--- config.mk ---
export PLATFORM = sky130hd
export DESIGN_NAME = fetch_ctrl
export DESIGN_NICKNAME = d
export VERILOG_FILES = /design/src/rtl/fetch_ctrl.sv
export SDC_FILE = /design/constraint.sdc
export NUM_CORES = 1
export LEC_CHECK = 0
export CELL_PAD_IN_SITES_DETAIL_PLACEMENT = 1
export CELL_PAD_IN_SITES_GLOBAL_PLACEMENT = 2
export CORE_MARGIN = 1.5
export CORE_UTILIZATION = 21
export DETAILED_ROUTE_END_ITERATION = 10
export MAX_ROUTING_LAYER = met4
export PLACE_DENSITY = 0.83
export SYNTH_ARGS = -nofsm -noshare
export SYNTH_HDL_FRONTEND = slang
export SYNTH_SLANG_ARGS = --single-unit
export TNS_END_PERCENT = 5
--- constraint.sdc ---
create_clock -name clk -period 2.39 [get_ports clk]
set_clock_uncertainty 0.15 [all_clocks]
set_input_delay 0.3585 -clock clk [delete_from_list [all_inputs] [get_ports clk]]
set_output_delay 0.3585 -clock clk [all_outputs]
set_load 0.01 [all_outputs]
--- src/rtl/fetch_ctrl.sv ---
// Instruction-fetch sequencer: owns the PC, fetches over a req/rdy handshake, sequences EXEC/HALT.
// Optional misaligned next-PC fault enabled by defining IMEM_ALIGN_CHECK_EN.
module fetch_ctrl #(
  parameter logic [15:0] RESET_PC = 16'h0000
) (
  input  logic        clk,
  input  logic        rst,
  input  logic [15:0] pc_next,
  input  logic        stall,
  input  logic        halt,
  output logic        imem_req,
  output logic [15:0] imem_addr,
  input  logic        imem_rdy,
  input  logic [15:0] imem_data,
  output logic [15:0] instr,
  output logic        instr_valid,
  output logic [15:0] pc_cur,
  output logic        halted,
  output logic        fault,
  output logic [15:0] retire_cnt
);

  typedef enum logic [1:0] {
    S_IDLE   = 2'd0,
    S_FETCH  = 2'd1,
    S_EXEC   = 2'd2,
    S_HALTED = 2'd3
  } state_t;

  state_t      r_state;
  state_t      w_state_next;
  logic [15:0] r_pc;
  logic [15:0] w_pc_next;
  logic [15:0] r_instr;
  logic [15:0] w_instr_next;
  logic [15:0] r_retire;
  logic [15:0] w_retire_next;

`ifdef IMEM_ALIGN_CHECK_EN
  logic r_fault;
  logic w_fault_next;
`endif

  always_ff @(posedge clk) begin
    if (rst) begin
      r_state  <= S_IDLE;
      r_pc     <= RESET_PC;
      r_instr  <= 16'h0000;
      r_retire <= 16'h0000;
`ifdef IMEM_ALIGN_CHECK_EN
      r_fault  <= 1'b0;
`endif
    end else begin
      r_state  <= w_state_next;
      r_pc     <= w_pc_next;
      r_instr  <= w_instr_next;
      r_retire <= w_retire_next;
`ifdef IMEM_ALIGN_CHECK_EN
      r_fault  <= w_fault_next;
`endif
    end
  end

  always_comb begin
    w_state_next  = r_state;
    w_pc_next     = r_pc;
    w_instr_next  = r_instr;
    w_retire_next = r_retire;
`ifdef IMEM_ALIGN_CHECK_EN
    w_fault_next  = r_fault;
`endif
    case (r_state)
      S_IDLE: w_state_next = S_FETCH;
      S_FETCH: begin
        if (imem_rdy) begin
          w_instr_next = imem_data;
          w_state_next = S_EXEC;
        end
      end
      S_EXEC: begin
        // stall freezes everything; otherwise the instruction retires whichever way it leaves
        if (!stall) begin
          w_retire_next = r_retire + 16'd1;
          if (halt) begin
            w_state_next = S_HALTED;
          end
`ifdef IMEM_ALIGN_CHECK_EN
          else if (pc_next[0]) begin
            w_fault_next = 1'b1;
            w_state_next = S_HALTED;
          end
`endif
          else begin
            w_pc_next    = pc_next;
            w_state_next = S_FETCH;
          end
        end
      end
      S_HALTED: w_state_next = S_HALTED;
      default:  w_state_next = S_IDLE;
    endcase
  end

  assign imem_req    = (r_state == S_FETCH);
  assign imem_addr   = r_pc;
  assign instr       = r_instr;
  assign instr_valid = (r_state == S_EXEC);
  assign pc_cur      = r_pc;
  assign halted      = (r_state == S_HALTED);
  assign retire_cnt  = r_retire;
`ifdef IMEM_ALIGN_CHECK_EN
  assign fault       = r_fault;
`else
  assign fault       = 1'b0;
`endif

endmodule

==> results of run 1 <==
-- cells in the mapped netlist, types with 2 or more instances --
master,n,share of area (%)
o21ai_0,5,1.2
nor2b_1,5,1.5
nand4_1,3,0.90
nand3_1,3,0.72
buf_1,4,0.72
buf_4,17,6.1
nand2b_1,2,0.60
dfxtp_1,50,48
nor3b_1,2,0.72
clkbuf_1,7,1.3
mux2_2,3,1.6
nor3_1,3,0.72
a21oi_1,38,9.2
inv_1,3,0.54
xor2_1,2,0.84
a31o_2,2,0.84
and2_1,3,0.90
nand2_1,70,13
xnor2_1,5,2.1
or3_1,3,0.90
nor2_1,14,2.5
-- cell usage in the layout, fill, tap and decap left out, drive strengths merged, types with 2 or more instances in the layout --
master,count
nand2b,2
nand4,3
mux2,3
nor2,14
nor3b,2
buf,10
a21oi,38
nand3,3
o21ai,5
nor3,3
nor2b,5
nor4,2
xor2,2
a31o,2
nand2,70
and2,3
or3,3
xnor2,5
clkdlybuf4s50,102
clkbuf,6
inv,3
dfxtp,50
-- where the power goes --
| group | internal, mW | total (mW) | switching, mW |
|---|---|---|---|
| Combinational | 0.115 | 0.196 | 0.0811 |
| Clock | 0.202 | 0.488 | 0.286 |
| Sequential | 0.853 | 0.868 | 0.0147 |
| Total | 1.17 | 1.55 | 0.382 |
-- metal layers --
layer  routed length (um)  track usage (%)  part of all wire, %
met5                    0                -                    0
met1                 2732            13.55                   45
met2                 2931            20.12                   49
met4                   84            4.110                  1.4
met3                  263            1.984                  4.4
-- state kept, by name (all words and copies together), names as in the netlist --
name        cells
imem_addr      16
instr          16
r_state         2
retire_cnt     16
-- metrics by stage --
stage	setup WS, ps	cells	instance area, um^2	util, %	hold WS, ps
CTS	191.1	477	3233	33.39	317.9
global route	90.90	477	3233	33.39	342.8
detailed placement	50.58	470	3153	32.56	304.5
global placement	75.52	470	3153	32.56	292.4
finish	231.8	477	3233	33.39	317.1
floorplan	557.1	255	2078	-	308.1
-- worst max-delay path, stage by stage (launching register included) --
cell	delay, ps
dfxtp_1	430
nor2b_1	300
clkdlybuf4s50_1	620
-- cells by family (layout without fill, tap and decap cells) --
group	Yosys count	count (layout)	synth area share [%]
and+or+nand+nor	113	113	24.98
DFF	50	50	48.16
AOI/OAI and AO/OA	46	46	11.56
buffers and inverters	33	122	9.452
xor gates and xnor gates	7	7	2.950
muxes	4	4	2.107
adders and majority gates	1	1	0.6020
other	1	1	0.1804
-- final cells by class --
type                            count  area (um^2)  share of cell area [%]
Timing Repair Buffer              112         1094                   33.82
Sequential cell                    50         1001                   30.96
Clock inverter                      1        7.507                  0.2322
Tap cell                          133        166.4                   5.147
Multi-Input combinational cell    172        880.8                   27.24
Inverter                            3        11.26                  0.3483
Clock buffer                        6        72.57                   2.245
-- worst max-delay path by stage --
stage                from             end  slack, ps
6_report       r_state[1]     instr_valid        230
3_3_place_gp        stall  retire_cnt[10]         80
4_1_cts        r_state[1]     instr_valid        190
2_1_floorplan       stall  retire_cnt[15]        560
5_1_grt        r_state[1]     instr_valid         90
3_5_place_dp        stall  retire_cnt[14]         50
==> results by group, run 1 <==
CTS
  – Clock Path Buffers: 2
  – Clk slew on worst S/H paths: around 90 ps
  – TritonCTS Sinks: 50
  – H-Tree Depth: 2
  – # Post-CTS Setup Buffers: 0
  – Hold-fix buffers, CTS: 0
  – Clk_lat worst skew: 300 ps
  – Root Buffer Master: clkbuf_8
  – CTS tree: built
  – Total CTS buffers: 5
  – CTS resizes: 0

Placed design
  – Final GP Congestion: between 0.6 and 0.7
  – # port buffers: 103
  – Dpl hpwl: ~4500 um

Timing
  – Final Hold Viols: 0
  – Final setup fails: 0
  – Fmax: approximately 0.46 GHz
  – Period minus WS final: ~2200 ps
  – Least-Margin Pin Slew: 581.4 ps
  – Fin Setup TNS: 0 ps
  – RSZ-0062 raised after global routing: false
  – Slew Limit Fails: 0
  – Fin crit share: 90.30%
  – Rel. slew slack: approximately three fifths

Floorplan
  – Die Ht: roughly 100 um
  – Initial core utilization: around 21%
  – Rows: 36
  – I/O pin total: 105
  – Die width: a little over 100 um
  – Core box area: 9684 um^2
  – Full die area: 10500 um^2

Critical path
  – Startpoint Class: flop
  – Crit path max fanout: 7
  – Element type at the critical path end: output pin
  – Reg2Reg Depth: 5
  – WP data required: 1880 ps
  – Critical path class: reg2out
  – R2R setup slack: roughly 460 ps
  – Critical Path AT: 1650 ps
  – Worst r2r dst: retire_cnt[10]
  – R2R Path Start: retire_cnt[0]

Hold path
  – Hold path startpoint: instr[4]
  – Worst Hold Class: reg2reg
  – Hold EP: instr[4]
  – Hold depth: 2

Pwr
  – IR Drop Worst-Case VDD: approximately 0.00019 V
  – Leak Pwr: 1.088 nW
  – Pwr Total: approximately 1.6 mW
  – Power Density: slightly below 500 nW/um^2

Yosys
  – Synthesized instance count: 255
  – Yosys reg bits: 50
  – Async SR Flop Fraction: 0%
  – Post-synth EDFFs: 0
  – Seq/Total Area, Yosys: around 48%
  – Synth Net Count: roughly 300
  – Prevailing post-synth register cell: dfxtp_1
  – Yosys cell types: 32
  – Synth Cell Area: just over 2000 um^2
  – Synth warn: 0
  – Avg Inst Size Synth: 8.150 um^2

Drt
  – Vias per inst: 4.178
  – Initial DRC count: 66
  – Routed wire length per instance: 12.60 um
  – DRC viols: 0
  – Final antenna-violating net count: 0
  – DRT Pass-1 Iters: 4
  – Vias: between 1500 and 2000
  – Routed wire length: 6011 um

Global route
  – Global-route wire length before repair: 9301 um
  – Gr ovfl total: 0
  – Initial antenna violation count: 0
  – Number of global-route vias before repair: roughly 1900
  – Total GRT Usage: about an eighth
  – Largest net degree at the start of global routing: 28

Final layout
  – Layout filler cell count: 1170
  – # nets final: 382
  – Layout cells sized above 1: about 6.7%
  – Area Overhead vs Synth: 55.57%
  – N_diodes: 0

Run status
  – Status: finished clean

Job
  – MaxCap Viol Count: 0
Note: power is estimated with default switching activity, not from simulation.
==> inputs of run 2 (changes only) <==
--- a/config.mk
+++ b/config.mk
@@ -7,6 +7,7 @@
 export LEC_CHECK = 0
 export CELL_PAD_IN_SITES_DETAIL_PLACEMENT = 1
 export CELL_PAD_IN_SITES_GLOBAL_PLACEMENT = 2
+export CORE_ASPECT_RATIO = 1.25
 export CORE_MARGIN = 1.5
 export CORE_UTILIZATION = 21
 export DETAILED_ROUTE_END_ITERATION = 10
==> run 2 against run 1 <==
First-iteration DRC count down 50%; hold slack worse by 13 ps; maximum frequency up 0.54%; clock-buffer cell count down 1; largest power group unchanged; highest routed layer unchanged.
==> results by group, run 2 (synthesized netlist as in run 1, its figures left out) <==
Pwr
  – Leak Pwr: 1.129 nW (+3.8%)
  – NetSw: 0.4211 mW (+10%)
  – Clock power share: 43.7% (+12 points)
  – Int Pwr: 1.463 mW (+25%)
  – Combinational power share: 10.3% (-2.4 points)
  – Switching share of total power: 22.35% (-2.3 points)
  – IR Drop Worst-Case VDD: 0.0002490 V (+28%)
  – Power Density: 570.1 nW/um^2 (+19%)
  – Share of power burned in registers: 46.0% (-9.9 points)

Floorplan
  – Die width: 91.98 um (-10%)
  – Rows: 40 (+11%)
  – Full die area: 10510 um^2 (about the same)
  – Core box area: 9609 um^2 (-0.78%)
  – Initial core utilization: 21.63% (+0.17 points)
  – I/O pin total: 105 (unchanged)
  – Die Ht: 114.2 um (+11%)

Critical path
  – Startpoint Class: flop
  – Crit path max fanout: 7 (unchanged)
  – WP data required: 1880 ps (about the same)
  – Max incr delay on CP: 610 ps (about the same)
  – Critical path class: reg2out
  – Critical Path AT: 1640 ps (about the same)
  – Crit-path cells: nor2b_1, clkdlybuf4s50_1
  – Critical path's slowest cell: clkdlybuf4s50_1
  – Element type at the critical path end: output pin

CTS
  – TritonCTS Sinks: 50 (unchanged)
  – H-Tree Depth: 2 (unchanged)
  – CTS tree: built
  – Clk_lat worst skew: 290 ps (about the same)
  – Clk slew on worst S/H paths: 70 ps (-20 ps)
  – Total CTS buffers: 5 (unchanged)
  – Root Buffer Master: clkbuf_16
  – Clock Path Buffers: 2 (unchanged)
  – # Post-CTS Setup Buffers: 0 (unchanged)
  – Hold-fix buffers, CTS: 0 (unchanged)
  – CTS resizes: 0 (unchanged)

Final layout
  – Layout filler cell count: 1136 (-2.9%)
  – # nets final: 381 (-0.26%)
  – Leading cell type in the layout, fill and taps excluded: clkdlybuf4s50_1
  – Layout cells sized above 1: 6.977% (+0.29 points)
  – Commonest non-fill, non-tap cells in the layout: clkdlybuf4s50_1 (102), nand2_1 (70), dfxtp_1 (50), a21oi_1 (38), nor2_1 (14)
  – Area Overhead vs Synth: 59.06%
  – N_diodes: 0 (unchanged)

Drt
  – Routed wire length: 5848 um (-2.7%)
  – Initial DRC count: 33 (-50%)
  – Vias: 1992 (-0.050%)
  – Vias per inst: 4.238 (+1.4%)
  – Final antenna-violating net count: 0 (unchanged)
  – DRT Pass-1 Iters: 4 (unchanged)
  – Routed wire length per instance: 12.44 um (-1.3%)
  – DRC viols: 0 (unchanged)

Global route
  – Number of global-route vias before repair: 1964 (+2.3%)
  – Largest net degree at the start of global routing: 21 (-25%)
  – Gr ovfl total: 0 (unchanged)
  – Total GRT Usage: 11.57% (-0.071 points)
  – Global-route wire length before repair: 9425 um (+1.3%)
  – Initial antenna violation count: 0 (unchanged)

Timing
  – Worst hold margin: 303.8 ps (-13.25 ps)
  – Fin crit share: 89.82% (-0.49 points)
  – Slew Limit Fails: 0 (unchanged)
  – Rel. slew slack: 59.89% (-1.3 points)
  – Final Hold Viols: 0 (unchanged)
  – Period minus WS final: 2147 ps (-11.65 ps)
  – Final setup fails: 0 (unchanged)
  – Fmax: 0.4659 GHz (+0.54%)
  – Least-Margin Pin Slew: 601.6 ps (+20.20 ps)
  – Fin Setup TNS: 0 ps (unchanged)
  – RSZ-0062 raised after global routing: false

Placed design
  – Dpl hpwl: 4353 um (-2.9%)
  – # port buffers: 103 (unchanged)
  – Final GP Congestion: 0.7498 (+15%)

Job
  – MaxCap Viol Count: 0 (unchanged)

Run status
  – Status: finished clean

Hold path
  – Worst Hold Class: in2reg
run 2: power by group through the flow:
stage / Combinational [mW] / Sequential, mW / Clock (mW)
2_1_floorplan: 0.0673 / 0.893 / 0
3_3_place_gp: 0.195 / 0.886 / 0
3_5_place_dp: 0.197 / 0.887 / 0
4_1_cts: 0.198 / 0.868 / 0.867
5_1_grt: 0.211 / 0.871 / 0.904
6_report: 0.194 / 0.868 / 0.823
run 2: worst paths after layout:
kind / startpoint / end / slack [ps] / cells past startpoint
worst max-delay path: r_state[1] / instr_valid / 240 / 2
worst min-delay path: rst / retire_cnt[4] / 300 / 2
worst max register to register: retire_cnt[0] / retire_cnt[10] / 440 / 5
worst min register to register: instr[1] / instr[1] / 310 / 2
run 2: critical path, delay by kind of cell, from the launching register on:
kind	cells	cell delay, ps
DFF	1	410
buffers and inverters	1	610
and+or+nand+nor	1	330
run 2: per-layer routing:
metal,global-route usage [%],share of wire [%]
met5,-,0
met4,4.000,0.31
met3,3.054,4.7
met2,20.40,51
met1,12.51,44
run 2: through the flow:
step / util, % / cell area (um^2) / instances / power [mW] / setup slack, ps
2_1_floorplan: - / 2078 / 255 / 0.9607 / 557.1
3_3_place_gp: 32.64 / 3137 / 462 / 1.081 / 54.12
3_5_place_dp: 32.64 / 3137 / 462 / 1.084 / 7.850
4_1_cts: 34.40 / 3306 / 470 / 1.933 / 180.1
5_1_grt: 34.40 / 3306 / 470 / 1.985 / 123.5
6_report: 34.40 / 3306 / 470 / 1.885 / 243.4
run 2: layout make-up:
class	instances	area (um^2)	share of cell area (%)
clock buffer	5	125.1	3.785
clock inverter	3	43.79	1.325
inverter	3	11.26	0.3407
tap	126	157.7	4.769
timing repair buffer	111	1086	32.85
multi-input combinational	172	880.8	26.65
sequential	50	1001	30.28
==> inputs of run 3 (changes only) <==
--- a/config.mk
+++ b/config.mk
@@ -11,6 +11,7 @@
 export CORE_MARGIN = 1.5
 export CORE_UTILIZATION = 21
 export DETAILED_ROUTE_END_ITERATION = 10
+export GPL_TIMING_DRIVEN = 0
 export MAX_ROUTING_LAYER = met4
 export PLACE_DENSITY = 0.83
 export SYNTH_ARGS = -nofsm -noshare
==> run 3 against run 2 <==
Sequential cell count stayed put; clock-buffer cell count rose by 1; power fell by 4.9%; largest cell class unchanged; register-to-register slack worse by 40 ps; critical endpoint is now retire_cnt[15]; critical path depth rose by 4; highest routed layer unchanged.
==> results by group, run 3 (synthesized netlist as in run 1, its figures left out) <==
Run status
  – Status: finished clean

Critical path
  – R2R setup slack: 400 ps (-40 ps)
  – CP bufs+invs: 2 (+1)
  – Critical path's slowest cell: clkdlybuf4s50_1
  – Worst r2r dst: retire_cnt[15]
  – WP data required: 2420 ps (+540 ps)
  – Reg2Reg Depth: 4 (-1)
  – Max incr delay on CP: 470 ps (-140 ps)
  – R2R Path Start: retire_cnt[3]
  – Crit-path cells: clkdlybuf4s50_1, nand4bb_1, buf_6, nor4_4, nor3b_1, mux2_2
  – Startpoint Class: primary input
  – Critical path class: in2reg
  – CP delay by family, top: simple AND/OR/NAND/NOR gates
  – Crit path depth: 6 (+4)
  – Crit path max fanout: 8 (+1)
  – Worst Setup SP: stall
  – Worst setup path end: retire_cnt[15]
  – Element type at the critical path end: flop
  – Critical Path AT: 2230 ps (+590 ps)

Timing
  – Period minus WS final: 2199 ps (+52.67 ps)
  – Fmax: 0.4547 GHz (-2.4%)
  – Final WS setup: 190.7 ps (-52.67 ps)
  – Fin crit share: 92.02% (+2.2 points)
  – Rel. slew slack: 58.56% (-1.3 points)
  – Least-Margin Pin Slew: 620.2 ps (+18.60 ps)
  – RSZ-0062 raised after global routing: false
  – Slew Limit Fails: 0 (unchanged)
  – Final setup fails: 0 (unchanged)
  – Final Hold Viols: 0 (unchanged)

Final layout
  – Seq. cell area: 1001 um^2 (unchanged)
  – # nets final: 402 (+5.5%)
  – Commonest non-fill, non-tap cells in the layout: clkdlybuf4s50_1 (102), nand2_1 (70), dfxtp_1 (50), a21oi_1 (38), buf_4 (17)
  – Layout filler cell count: 1143 (+0.62%)
  – Layout cells sized above 1: 9.315% (+2.3 points)
  – Area Overhead vs Synth: 64.00%
  – Post-Layout Cell Count: 491 (+4.5%)
  – N_diodes: 0 (unchanged)
  – Multi-input gate area: 880.8 um^2 (unchanged)
  – Finished layout cell area: 3408 um^2 (+3.1%)
  – Leading cell type in the layout, fill and taps excluded: clkdlybuf4s50_1

Global route
  – Gr ovfl total: 0 (unchanged)
  – Total GRT Usage: 11.99% (+0.42 points)
  – Number of global-route vias before repair: 2033 (+3.5%)
  – Largest net degree at the start of global routing: 16 (-24%)
  – Initial antenna violation count: 0 (unchanged)
  – Global-route wire length before repair: 9867 um (+4.7%)

Placed design
  – Placed Cells: 483 (+4.5%)
  – Dpl ws: -117.9 ps (-125.7 ps)
  – # port buffers: 102 (-0.97%)
  – Placed Instance Area: 3257 um^2 (+3.8%)
  – Final GP Congestion: 0.7125 (-5.0%)
  – Dpl hpwl: 4582 um (+5.3%)

Floorplan
  – Initial core utilization: 21.63% (unchanged)
  – Core box area: 9609 um^2 (unchanged)
  – Full die area: 10510 um^2 (unchanged)
  – Die Ht: 114.2 um (unchanged)
  – Rows: 40 (unchanged)
  – Die width: 91.98 um (unchanged)
  – I/O pin total: 105 (unchanged)

Drt
  – Initial DRC count: 34 (+3.0%)
  – Routed wire length: 5913 um (+1.1%)
  – Vias per inst: 4.181 (-1.3%)
  – Vias: 2053 (+3.1%)
  – DRT Pass-1 Iters: 4 (unchanged)
  – Routed wire length per instance: 12.04 um (-3.2%)
  – DRC viols: 0 (unchanged)
  – Final antenna-violating net count: 0 (unchanged)

Hold path
  – Worst Hold Class: reg2reg

Pwr
  – Power Density: 526.0 nW/um^2 (-7.7%)
  – IR Drop Worst-Case VDD: 0.0002498 V (+0.32%)
  – Leak Pwr: 1.191 nW (+5.4%)

CTS
  – CTS resizes: 0 (unchanged)
  – CTS tree: built
  – Clock Path Buffers: 2 (unchanged)
  – Clk slew on worst S/H paths: 70 ps (about the same)
  – Hold-fix buffers, CTS: 0 (unchanged)
  – # Post-CTS Setup Buffers: 0 (unchanged)
  – Total CTS buffers: 5 (unchanged)
  – Clk_lat worst skew: 290 ps (about the same)
  – TritonCTS Sinks: 50 (unchanged)
  – Root Buffer Master: clkbuf_16
  – H-Tree Depth: 2 (unchanged)

Job
  – MaxCap Viol Count: 0 (unchanged)
## run 3: cell count changes in the layout (fill, tap and decap cells not counted), sizes merged
cell      previous run  this run
buf                  9        23
clkbuf               5        13
bufinv               1         0
clkinvlp             0         1
inv                  4         3
## run 3: worst min path at each step
stage                     depth (start not counted)         end      start  slack [ps]
after global routing                              2   instr[12]  instr[12]         330
after floorplan                                   1  r_state[0]      stall         310
after detailed placement                          2    instr[0]   instr[0]         300
final                                             2    instr[6]   instr[6]         310
after global placement                            2    instr[0]   instr[0]         290
after CTS                                         2    instr[6]   instr[6]         310
## run 3: cell type report
class	count	share of cell area, %
inverter	3	0.3304
multi-input combinational	172	25.84
clock buffer	6	4.075
sequential	50	29.37
timing repair buffer	102	29.96
tap	126	4.626
clock inverter	2	0.3671
buffer	30	5.433
## run 3: worst min-delay path: stages, from the launching register on
cell and delay (ps):
dfxtp_1 310, nand2_1 50, a21oi_1 50
## run 3: power breakdown
part | switching (mW) | total [mW] | internal [mW]
registers | 0.0144 | 0.868 | 0.854
clock network | 0.308 | 0.723 | 0.415
logic | 0.0836 | 0.202 | 0.118
## run 3: through the flow
stage	utilization [%]	TNS [ps]	hold WS, ps	power (mW)
floorplan	-	0	308.1	0.9607
global placement	33.89	-116.8	292.2	1.089
detailed placement	33.89	-149.9	298.9	1.093
CTS	35.47	0	311.4	1.831
global route	35.47	0	325.4	1.886
finish	35.47	0	307.5	1.793
## run 3: routing by layer
metal  GRT usage, %  vias up  wire length, um  share of wire [%]
li1               -     1034                -                  -
met1          14.40      936             2582                 44
met2          19.41       78             2863                 48
met3          3.254        5              386                6.5
met4          4.000        0               80                1.4
met5              -        -                0                  0
